[src/rtl/alu_seq.sv]
// -----------------------------------------------------------------------------
// alu_seq : WIDTH-bit sequential ALU with integrated Z/N/C/V flag register.
//
// Sits between the instruction sequencer (valid/ready request) and register
// file writeback (valid/ready result). Arithmetic and logic ops take one
// cycle. Shifts by a non-zero amount run one bit per cycle through a working
// register.
//
// Ports
//   clk       in   rising-edge clock
//   reset     in   asynchronous, active-low reset
//   in_valid  in   request valid
//   in_ready  out  unit is idle and can accept a request
//   a, b      in   operands; b[SHAMT_W-1:0] is the shift amount
//   opcode    in   operation select (see localparams)
//   out_valid out  result valid (held until out_ready)
//   out_ready in   consumer accepts result
//   alu_out   out  registered result
//   zero, negative, carry, overflow  out  registered flags
//   busy      out  high while shifting or holding a result
// -----------------------------------------------------------------------------
module alu_seq #(
  parameter int WIDTH   = 8,
  parameter int SHAMT_W = $clog2(WIDTH)
) (
  input  logic             clk,
  input  logic             reset,
  input  logic             in_valid,
  output logic             in_ready,
  input  logic [WIDTH-1:0] a,
  input  logic [WIDTH-1:0] b,
  input  logic [3:0]       opcode,
  output logic             out_valid,
  input  logic             out_ready,
  output logic [WIDTH-1:0] alu_out,
  output logic             zero,
  output logic             negative,
  output logic             carry,
  output logic             overflow,
  output logic             busy
);

  localparam logic [3:0] OP_ADD = 4'b0000;
  localparam logic [3:0] OP_SUB = 4'b0001;
  localparam logic [3:0] OP_ADC = 4'b0010;
  localparam logic [3:0] OP_SBC = 4'b0011;
  localparam logic [3:0] OP_AND = 4'b0100;
  localparam logic [3:0] OP_OR  = 4'b0101;
  localparam logic [3:0] OP_XOR = 4'b0110;
  localparam logic [3:0] OP_NOT = 4'b0111;
  localparam logic [3:0] OP_SLL = 4'b1000;
  localparam logic [3:0] OP_SRL = 4'b1001;
  localparam logic [3:0] OP_SRA = 4'b1010;
  localparam logic [3:0] OP_CMP = 4'b1011;

  // Low two opcode bits of the shift ops, kept while shifting.
  localparam logic [1:0] SH_LL = 2'b00;
  localparam logic [1:0] SH_RL = 2'b01;
  localparam logic [1:0] SH_RA = 2'b10;

  typedef enum logic [1:0] {
    S_IDLE  = 2'b00,
    S_SHIFT = 2'b01,
    S_DONE  = 2'b10
  } state_t;

  // Full adder over WIDTH bits; MSB of the return value is the carry out.
  // Subtraction is done as x + ~y + cin so carry out means "no borrow".
  function automatic logic [WIDTH:0] add_c(input logic [WIDTH-1:0] x,
                                           input logic [WIDTH-1:0] y,
                                           input logic             cin);
    return {1'b0, x} + {1'b0, y} + {{WIDTH{1'b0}}, cin};
  endfunction

  // Signed overflow: operands agree in sign but the sum does not.
  function automatic logic ovf(input logic [WIDTH-1:0] x,
                               input logic [WIDTH-1:0] y,
                               input logic [WIDTH-1:0] s);
    return (x[WIDTH-1] == y[WIDTH-1]) && (s[WIDTH-1] != x[WIDTH-1]);
  endfunction

  state_t               r_state, w_state_nxt;
  logic [WIDTH-1:0]     r_alu_out, w_alu_out_nxt;
  logic                 r_z, r_n, r_c, r_v;
  logic                 w_z_nxt, w_n_nxt, w_c_nxt, w_v_nxt;
  logic [WIDTH-1:0]     r_work, w_work_nxt;
  logic [SHAMT_W-1:0]   r_count, w_count_nxt;
  logic [1:0]           r_sh_op, w_sh_op_nxt;

  // Single-cycle ALU results
  logic [SHAMT_W-1:0]   w_shamt;
  logic                 w_is_shift;
  logic [WIDTH:0]       w_sum;
  logic [WIDTH-1:0]     w_res;       // value for alu_out
  logic [WIDTH-1:0]     w_flag_val;  // value Z/N are derived from
  logic                 w_res_c, w_res_v;
  logic                 w_wr_res, w_wr_flags;

  // Shift step results
  logic [WIDTH-1:0]     w_sh_val;
  logic                 w_sh_bit;

  assign w_shamt    = b[SHAMT_W-1:0];
  assign w_is_shift = (opcode == OP_SLL) || (opcode == OP_SRL) || (opcode == OP_SRA);

  // Combinational ALU for the ops finished at the accept edge.
  always_comb begin
    w_sum      = '0;
    w_res      = '0;
    w_flag_val = '0;
    w_res_c    = 1'b0;
    w_res_v    = 1'b0;
    w_wr_res   = 1'b1;
    w_wr_flags = 1'b1;
    case (opcode)
      OP_ADD: begin
        w_sum   = add_c(a, b, 1'b0);
        w_res   = w_sum[WIDTH-1:0];
        w_res_c = w_sum[WIDTH];
        w_res_v = ovf(a, b, w_sum[WIDTH-1:0]);
      end
      OP_SUB, OP_CMP: begin
        w_sum   = add_c(a, ~b, 1'b1);
        w_res   = w_sum[WIDTH-1:0];
        w_res_c = w_sum[WIDTH];
        w_res_v = ovf(a, ~b, w_sum[WIDTH-1:0]);
        // CMP only updates flags; alu_out keeps the previous result.
        if (opcode == OP_CMP) begin
          w_wr_res = 1'b0;
        end else begin
          w_wr_res = 1'b1;
        end
      end
      OP_ADC: begin
        w_sum   = add_c(a, b, r_c);
        w_res   = w_sum[WIDTH-1:0];
        w_res_c = w_sum[WIDTH];
        w_res_v = ovf(a, b, w_sum[WIDTH-1:0]);
      end
      OP_SBC: begin
        // a - b - (1 - C) == a + ~b + C
        w_sum   = add_c(a, ~b, r_c);
        w_res   = w_sum[WIDTH-1:0];
        w_res_c = w_sum[WIDTH];
        w_res_v = ovf(a, ~b, w_sum[WIDTH-1:0]);
      end
      OP_AND: w_res = a & b;
      OP_OR:  w_res = a | b;
      OP_XOR: w_res = a ^ b;
      OP_NOT: w_res = ~a;
      // Only reached here with a zero shift amount: pass a through, C=0.
      OP_SLL, OP_SRL, OP_SRA: w_res = a;
      default: begin
        // Illegal opcode: clear the result, leave flags alone.
        w_res      = '0;
        w_wr_flags = 1'b0;
      end
    endcase
    w_flag_val = w_res;
  end

  // One-bit shift step of the working register; w_sh_bit is the bit shifted out.
  always_comb begin
    w_sh_val = r_work;
    w_sh_bit = 1'b0;
    case (r_sh_op)
      SH_LL: begin
        w_sh_val = {r_work[WIDTH-2:0], 1'b0};
        w_sh_bit = r_work[WIDTH-1];
      end
      SH_RL: begin
        w_sh_val = {1'b0, r_work[WIDTH-1:1]};
        w_sh_bit = r_work[0];
      end
      SH_RA: begin
        w_sh_val = {r_work[WIDTH-1], r_work[WIDTH-1:1]};
        w_sh_bit = r_work[0];
      end
      default: begin
        w_sh_val = r_work;
        w_sh_bit = 1'b0;
      end
    endcase
  end

  // Next-state and next-register logic of the control FSM.
  always_comb begin
    w_state_nxt   = r_state;
    w_alu_out_nxt = r_alu_out;
    w_z_nxt       = r_z;
    w_n_nxt       = r_n;
    w_c_nxt       = r_c;
    w_v_nxt       = r_v;
    w_work_nxt    = r_work;
    w_count_nxt   = r_count;
    w_sh_op_nxt   = r_sh_op;
    case (r_state)
      S_IDLE: begin
        if (in_valid) begin
          if (w_is_shift && (w_shamt != '0)) begin
            w_work_nxt  = a;
            w_count_nxt = w_shamt;
            w_sh_op_nxt = opcode[1:0];
            w_state_nxt = S_SHIFT;
          end else begin
            if (w_wr_res) begin
              w_alu_out_nxt = w_res;
            end else begin
              w_alu_out_nxt = r_alu_out;
            end
            if (w_wr_flags) begin
              w_z_nxt = (w_flag_val == '0);
              w_n_nxt = w_flag_val[WIDTH-1];
              w_c_nxt = w_res_c;
              w_v_nxt = w_res_v;
            end else begin
              w_z_nxt = r_z;
              w_n_nxt = r_n;
              w_c_nxt = r_c;
              w_v_nxt = r_v;
            end
            w_state_nxt = S_DONE;
          end
        end else begin
          w_state_nxt = S_IDLE;
        end
      end
      S_SHIFT: begin
        w_work_nxt  = w_sh_val;
        w_count_nxt = r_count - SHAMT_W'(1);
        // Last step: publish result and flags together.
        if (r_count == SHAMT_W'(1)) begin
          w_alu_out_nxt = w_sh_val;
          w_z_nxt       = (w_sh_val == '0);
          w_n_nxt       = w_sh_val[WIDTH-1];
          w_c_nxt       = w_sh_bit;
          w_v_nxt       = 1'b0;
          w_state_nxt   = S_DONE;
        end else begin
          w_state_nxt   = S_SHIFT;
        end
      end
      S_DONE: begin
        if (out_ready) begin
          w_state_nxt = S_IDLE;
        end else begin
          w_state_nxt = S_DONE;
        end
      end
      default: begin
        w_state_nxt = S_IDLE;
      end
    endcase
  end

  // State, result, flag and shift registers with asynchronous reset.
  always_ff @(posedge clk or negedge reset) begin
    if (!reset) begin
      r_state   <= S_IDLE;
      r_alu_out <= '0;
      r_z       <= 1'b0;
      r_n       <= 1'b0;
      r_c       <= 1'b0;
      r_v       <= 1'b0;
      r_work    <= '0;
      r_count   <= '0;
      r_sh_op   <= 2'b00;
    end else begin
      r_state   <= w_state_nxt;
      r_alu_out <= w_alu_out_nxt;
      r_z       <= w_z_nxt;
      r_n       <= w_n_nxt;
      r_c       <= w_c_nxt;
      r_v       <= w_v_nxt;
      r_work    <= w_work_nxt;
      r_count   <= w_count_nxt;
      r_sh_op   <= w_sh_op_nxt;
    end
  end

  // in_ready is masked by reset so it reads 0 while reset is held.
  assign in_ready  = (r_state == S_IDLE) && reset;
  assign out_valid = (r_state == S_DONE);
  assign busy      = (r_state != S_IDLE);
  assign alu_out   = r_alu_out;
  assign zero      = r_z;
  assign negative  = r_n;
  assign carry     = r_c;
  assign overflow  = r_v;

endmodule

[config.mk]
export PLATFORM = sky130hd
export DESIGN_NAME = alu_seq
export DESIGN_NICKNAME = d
export VERILOG_FILES = /design/src/rtl/alu_seq.sv
export SDC_FILE = /design/constraint.sdc
export NUM_CORES = 1
export LEC_CHECK = 0
export CAP_MARGIN = 20
export CORE_MARGIN = 1.5
export CORE_UTILIZATION = 63
export DETAILED_ROUTE_END_ITERATION = 16
export GPL_TIMING_DRIVEN = 1
export PLACE_DENSITY = 0.88
export SLEW_MARGIN = 20
export SYNTH_ARGS = -nofsm -noshare
export SYNTH_HDL_FRONTEND = slang
export SYNTH_SLANG_ARGS = --single-unit
[constraint.sdc]
create_clock -name clk -period 6.4 [get_ports clk]
set_input_delay 1.92 -clock clk [delete_from_list [all_inputs] [get_ports clk]]
set_output_delay 1.92 -clock clk [all_outputs]
set_load 0.02 [all_outputs]
# After elaboration in Yosys (flattened, before gate mapping)

Cells that the tools add are included.

Register bits after elaboration: 27
Latch bits: 0
Bits in writable memories: 0
Memory bits (read-only): 0
Input bits: 24
Memories kept: 0

$add $sub $neg: 6
$mul: 0
Div/mod/pow operators: 0
Magnitude comparators: 0
Equal/unequal tests: 28
Shifts and indexed selects: 0
Mux-type cells: 44
Bitwise operators: 5
Reduce and logical (&&, ||, !) cells: 24

Operators with widths:

| cell                                                                   | number |
|---|---|
| 8-bit case mux with 9 select lines                                     | 1 |
| 8-bit two-way mux                                                      | 6 |
| 8-bit case mux with 2 select lines                                     | 2 |
| 8-bit case mux with 3 select lines                                     | 1 |
| 1-bit two-way mux                                                      | 19 |
| 8-bit by 8-bit adder with 9-bit output                                 | 2 |
| 9-bit by 1-bit adder with 9-bit output                                 | 2 |
| 4-bit by 3-bit equality test with 1-bit output (second input constant) | 4 |
| 4-bit equality test (second input constant)                            | 4 |
| 8-bit logical NOT                                                      | 2 |
| 8-bit NOT                                                              | 2 |
| 2-bit != test (second input constant)                                  | 6 |
| 12-bit OR reduction                                                    | 1 |
| 1-bit case mux with 2 select lines                                     | 5 |
| 5-bit AND reduction                                                    | 2 |
| 9-bit by 1-bit adder with 9-bit output (second input constant)         | 1 |
| 8-bit bitwise AND                                                      | 1 |
| 4-bit by 2-bit equality test with 1-bit output (second input constant) | 2 |
| 2-bit two-way mux                                                      | 4 |
| 8-bit OR                                                               | 1 |
| 1-bit case mux with 4 select lines                                     | 2 |
| 8-bit bitwise XOR                                                      | 1 |
| 1-bit logical AND                                                      | 6 |
| 3-bit two-way mux                                                      | 2 |
| 17 further kinds                                                       | 28 |

# Logic depth before layout (Yosys ltp)

Depth in word-level cells: 10
Gate-level depth with buffers: 14

# Worst setup path before layout

Ideal clock, no wire load.

Path kind: input to register
Start: input b[0]
End: register r_alu_out[4] (netlist: alu_out[4])
Setup time: 0.125 ns
Arrival: 4.192 ns
Setup slack: 2.084 ns
Stages on the path: 11
Path buffers: 0
Cell sequence: inv_1 -> ha_1 -> inv_1 -> fa_1 -> nor3_1 -> nor3_1 -> xnor2_1 -> mux2_2 -> a211oi_1 -> o21bai_1 -> mux2_2

Longest elaborated chain between the ends: 8

Ends and longest elaborated chain:

| item                                   | RTL line | text |
|---|---|---|
| start: declaration                     | 31       | `input logic [WIDTH-1:0] b,` |
| 8-bit NOT                              | 123, 142 |  |
| 8-bit by 8-bit adder with 9-bit output | 72       | `return {1'b0, x} + {1'b0, y} + {{WIDTH{1'b0}}, cin};` |
| 9-bit by 1-bit adder with 9-bit output | 72       |  |
| 8-bit case mux with 9 select lines     | 115      | `case (opcode)` |
| 8-bit two-way mux                      | 206      | `if (w_wr_res) begin` |
| 8-bit two-way mux                      | 200      | `if (w_is_shift && (w_shamt != '0)) begin` |
| 8-bit two-way mux                      | 199      | `if (in_valid) begin` |
| 8-bit case mux with 2 select lines     | 197      | `case (r_state)` |
| end signal: assignment                 | 270      | `r_alu_out <= w_alu_out_nxt;` |
| end: declaration                       | 83       | `logic [WIDTH-1:0] r_alu_out, w_alu_out_nxt;` |

Parallel ways exist; a longest one is shown, timed or not. The select of a mux whose other input is x is not followed.
A chain may end at the register's enable or synchronous reset.

# Worst setup path in the final report

Start: input a[5]
End: register r_v (netlist: overflow)

Longest elaborated chain between the ends: 9

Ends and longest elaborated chain:

| item                                   | RTL line | text |
|---|---|---|
| start: declaration                     | 30       | `input logic [WIDTH-1:0] a,` |
| 8-bit by 8-bit adder with 9-bit output | 72       |  |
| 9-bit by 1-bit adder with 9-bit output | 72       |  |
| 1-bit != test                          | 79       | `return (x[WIDTH-1] == y[WIDTH-1]) && (s[WIDTH-1] != x[WIDTH-1]);` |
| 1-bit logical AND                      | 79       |  |
| 1-bit case mux with 4 select lines *   | 115      |  |
| 1-bit two-way mux *                    | 211      | `if (w_wr_flags) begin` |
| 1-bit two-way mux *                    | 200      |  |
| 1-bit two-way mux *                    | 199      |  |
| 1-bit case mux with 2 select lines *   | 197      |  |
| end signal: assignment                 | 274      | `r_v <= w_v_nxt;` |
| end: declaration                       | 84       | `logic r_z, r_n, r_c, r_v;` |

Mark *: on every way between the ends. The rest lies on a longest branch, timed or not. The select of a mux whose other input is x is not followed.

==> impl_metrics.yaml <==
synth:
  netlist_instances: 451
  synth_cell_types: 70
  synth_area_sq_um: 3600
  synth_area_leaders: "dfrtp_1, ha_1, inv_1"
  synth_edf_count: 0
  async_reset_ff_share_pct: 100
  synth_seq_cells: 27
  synth-seq-area-share_pct: 18.8
  avgSynthCellArea_sq_um: 7.97
  yosysTopAreaCellShare_pct: 18.8
  ys.flop_type: "dfrtp_1"
  yosysWarnings: 0
  synth_fp_nets: 513
  synth_area_leader_cell: "dfrtp_1"
finish:
  seq_area_sq_um: 676
  drive_gt1_share_pct: 5.50
  diodes: 0
  area_delta_synth_final_pct: 12.1
  layout.nets: 536
  final_cell_area_sq_um: 4030
  fillers: 453
  multi_input_area_sq_um: 2670
  fin_util_pct: 73.2
clocking:
  cts_setup_buffers: 0
  clkTransAtPathRegs_ns: 0.09
  clockBufferDepth: 2
  h-tree-depth: 1
  cts_tree: "yes"
  clk-insertion-delay-late_ns: 0.28
  cts_resized: 0
  ctsHoldBuffers: 0
  cts-root-buf: "clkbuf_8"
  cts.sinks: 27
  numCtsBuffers: 3
global_routing:
  grt_pass1_wl_mm: 17.5
  grt_pass1_vias: 3529
  overflow: 0
  grt_max_degree: 32
  grtUsageTotal_pct: 36.3
  antenna_found_initial: 0
critical_path:
  cpPeakStageDelay_ns: 0.63
  cp_slowest_cell: "clkdlybuf4s50_1"
  crit_path_frequent_cell: "inv_1"
  cp_num_buf_inv: 3
  path_class: "in2reg"
  reg2reg_depth: 9
  ff2ff_setup_slack_ns: 3.82
  critPathArrivalTime_ns: 5.28
  cp_max_fo: 14
  crit_path_end_kind: "flip-flop"
  regToRegStartpoint: "carry$_DFFE_PN0P_"
  worstPathCellList: "clkdlybuf4s50_1 > inv_1 > ha_1 > inv_1 > a221o_1 > nor3b_1 > nor4_1 > or3_1 > a211o_1 > a31oi_1"
  r2r_end: "zero$_DFFE_PN0P_"
  required_ns: 6.61
  cp_top_family: "simple AND/OR/NAND/NOR gates"
  startpoint_type: "input port"
pwr:
  power_leakage_uw: 0.00173
  combPwrFrac_pct: 62.8
  seqPwrFrac_pct: 28.4
  power.density_nw_per_um2: 281
  p_total_uw: 1130
  intPower_uw: 600
  switchingPower_uw: 534
  peakVddDrop_mv: 0.306
  pwr-share-clk_pct: 8.8
  sw_frac_of_total_pct: 47.1
die:
  dieHeight_microns: 78.6
  pin_count: 39
  die_area_sq_um: 6170
  dieWidth_microns: 78.6
  num_rows: 27
  start_util_pct: 65.3
  core_sq_um: 5510
sta:
  period_needed_ns: 5.08
  worstMarginPinSlew_ns: 0.835
  final-max-slew-violation-count: 0
  fin_tns_setup_ns: 0
  finalSetupViolCount: 0
  min_period_over_period_pct: 79.3
  slew_headroom_pct: 44.1
  rsz0062_at_grt: "false"
  skew_ns: 0.00154
  finalHoldViolations: 0
  fmax_mhz: 197
placed_design:
  portBuffers: 38
  post-dp-hpwl_mm: 8.35
  routabilityCongestion: 0.958
  dpl_cell_area_sq_um: 3990
detailed_routing:
  drt-initial-drc-count: 410
  firstDrtPassIters: 6
  wl_per_cell_microns: 20.1
  vias: 3765
  drc_errors: 0
  postRouteAntennaNets: 0
  viasPerCell: 6.91
  drt-total-wl_mm: 11.0
worst_hold_path:
  holdPathStages: 2
  hp-class: "reg2reg"
  holdPathEnd: "alu_out[5]$_DFFE_PN0P_"
  hold_start: "alu_out[5]$_DFFE_PN0P_"
run:
  maxCapViolCount: 0
run_status:
  status: "finished clean"
[state kept, by name, summed over array words and instances, names as in the netlist]
signal	cells
overflow	1
r_count	3
alu_out	8
r_work	8
negative	1
carry	1
r_state	2
r_sh_op	2
zero	1
[through the flow]
stage	worst slack, ns	hold slack, ns	cells
final	1.32	0.491	545
after detailed placement	1.07	0.473	541
after CTS	1.34	0.493	545
after global routing	1.08	0.511	545
after global placement	1.10	0.459	541
after floorplan	2.08	0.478	451
[layer usage]
metal  global-route usage (%)  up-vias  part of all wire, %
met1                     49.1     1773                   42
met4                     17.3        0                  4.2
li1                         -     1716                    -
met3                     6.16       35                  9.0
met2                     56.2      241                   45
met5                        0        -                    0
[placed cells by master, fill, tap and decap left out, types with 7 or more instances in the layout]
cell | synthesis | final
a21oi_1 | 22 | 22
and3_1 | 7 | 7
clkdlybuf4s50_1 | 0 | 38
mux2i_1 | 11 | 11
o21ai_0 | 23 | 23
nand2_1 | 33 | 33
dfrtp_1 | 27 | 27
xnor2_1 | 13 | 13
nor3b_1 | 7 | 7
inv_1 | 33 | 33
nor2_1 | 32 | 32
nor2b_1 | 12 | 12
ha_1 | 36 | 36
a221o_1 | 10 | 10
nand3_1 | 13 | 13
nor4_1 | 7 | 7
a31oi_1 | 7 | 7
nor3_1 | 15 | 15
[Yosys cell counts, types with 4 or more instances]
master,n
ha_1,36
inv_1,33
nand2_1,33
nor2_1,32
dfrtp_1,27
o21ai_0,23
a21oi_1,22
nor3_1,15
clkbuf_1,14
nand3_1,13
xnor2_1,13
nor2b_1,12
mux2i_1,11
a221o_1,10
buf_2,8
a31oi_1,7
and3_1,7
nor3b_1,7
nor4_1,7
a222oi_1,6
mux2_2,6
nand3b_1,6
o21ai_1,6
o31ai_1,6
a22oi_1,5
xor2_1,5
a2111oi_0,4
a221oi_1,4
and2_1,4
[worst max-delay path by stage]
stage                                   endpoint  cells after the start   from  slack (ns)
final                       overflow$_DFFE_PN0P_                     10   a[5]        1.32
after global routing      alu_out[6]$_DFFE_PN0P_                     12   a[0]        1.08
after CTS                               in_ready                      3  reset        1.34
after detailed placement  alu_out[4]$_DFFE_PN0P_                     11   a[2]        1.07
after global placement    alu_out[4]$_DFFE_PN0P_                     11   a[2]        1.10
after floorplan           alu_out[4]$_DFFE_PN0P_                     11   b[0]        2.08
[worst register-to-register path, cell delays in order (launching register included)]
cell and delay (ns):
dfrtp_1 0.44, ha_1 0.25, ha_1 0.23, xor2_1 0.17, nand3_1 0.10, o221ai_1 0.14
nor4_1 0.50, and4_1 0.31, nand4b_1 0.12, o31ai_1 0.22
[power by group through the flow]
stage	Combinational (uW)	Sequential, uW	Clock (uW)
3_3_place_gp	682	320	0
5_1_grt	779	329	105
4_1_cts	701	318	100
2_1_floorplan	436	343	0
6_report	712	322	100
3_5_place_dp	697	320	0
[kinds of logic after synthesis]
group                      count (synthesis)  share of synthesized area, %
and+or+nand+nor                          157                          23.2
AOI/OAI and AO/OA                        131                          26.2
buffers and inverters                     59                          6.85
muxes                                     18                          5.57
xor gates and xnor gates                  21                          5.74
DFF                                       27                          18.8
adders and majority gates                 38                          13.6
[cell type report]
type                            instances  share of cell area, %
Clock buffer                            4                   1.12
Inverter                               34                   3.17
Multi-Input combinational cell        365                   66.3
Sequential cell                        27                   16.8
Tap cell                               72                   2.24
Timing Repair Buffer                   43                   10.4
(Power assumes the default switching activity.)
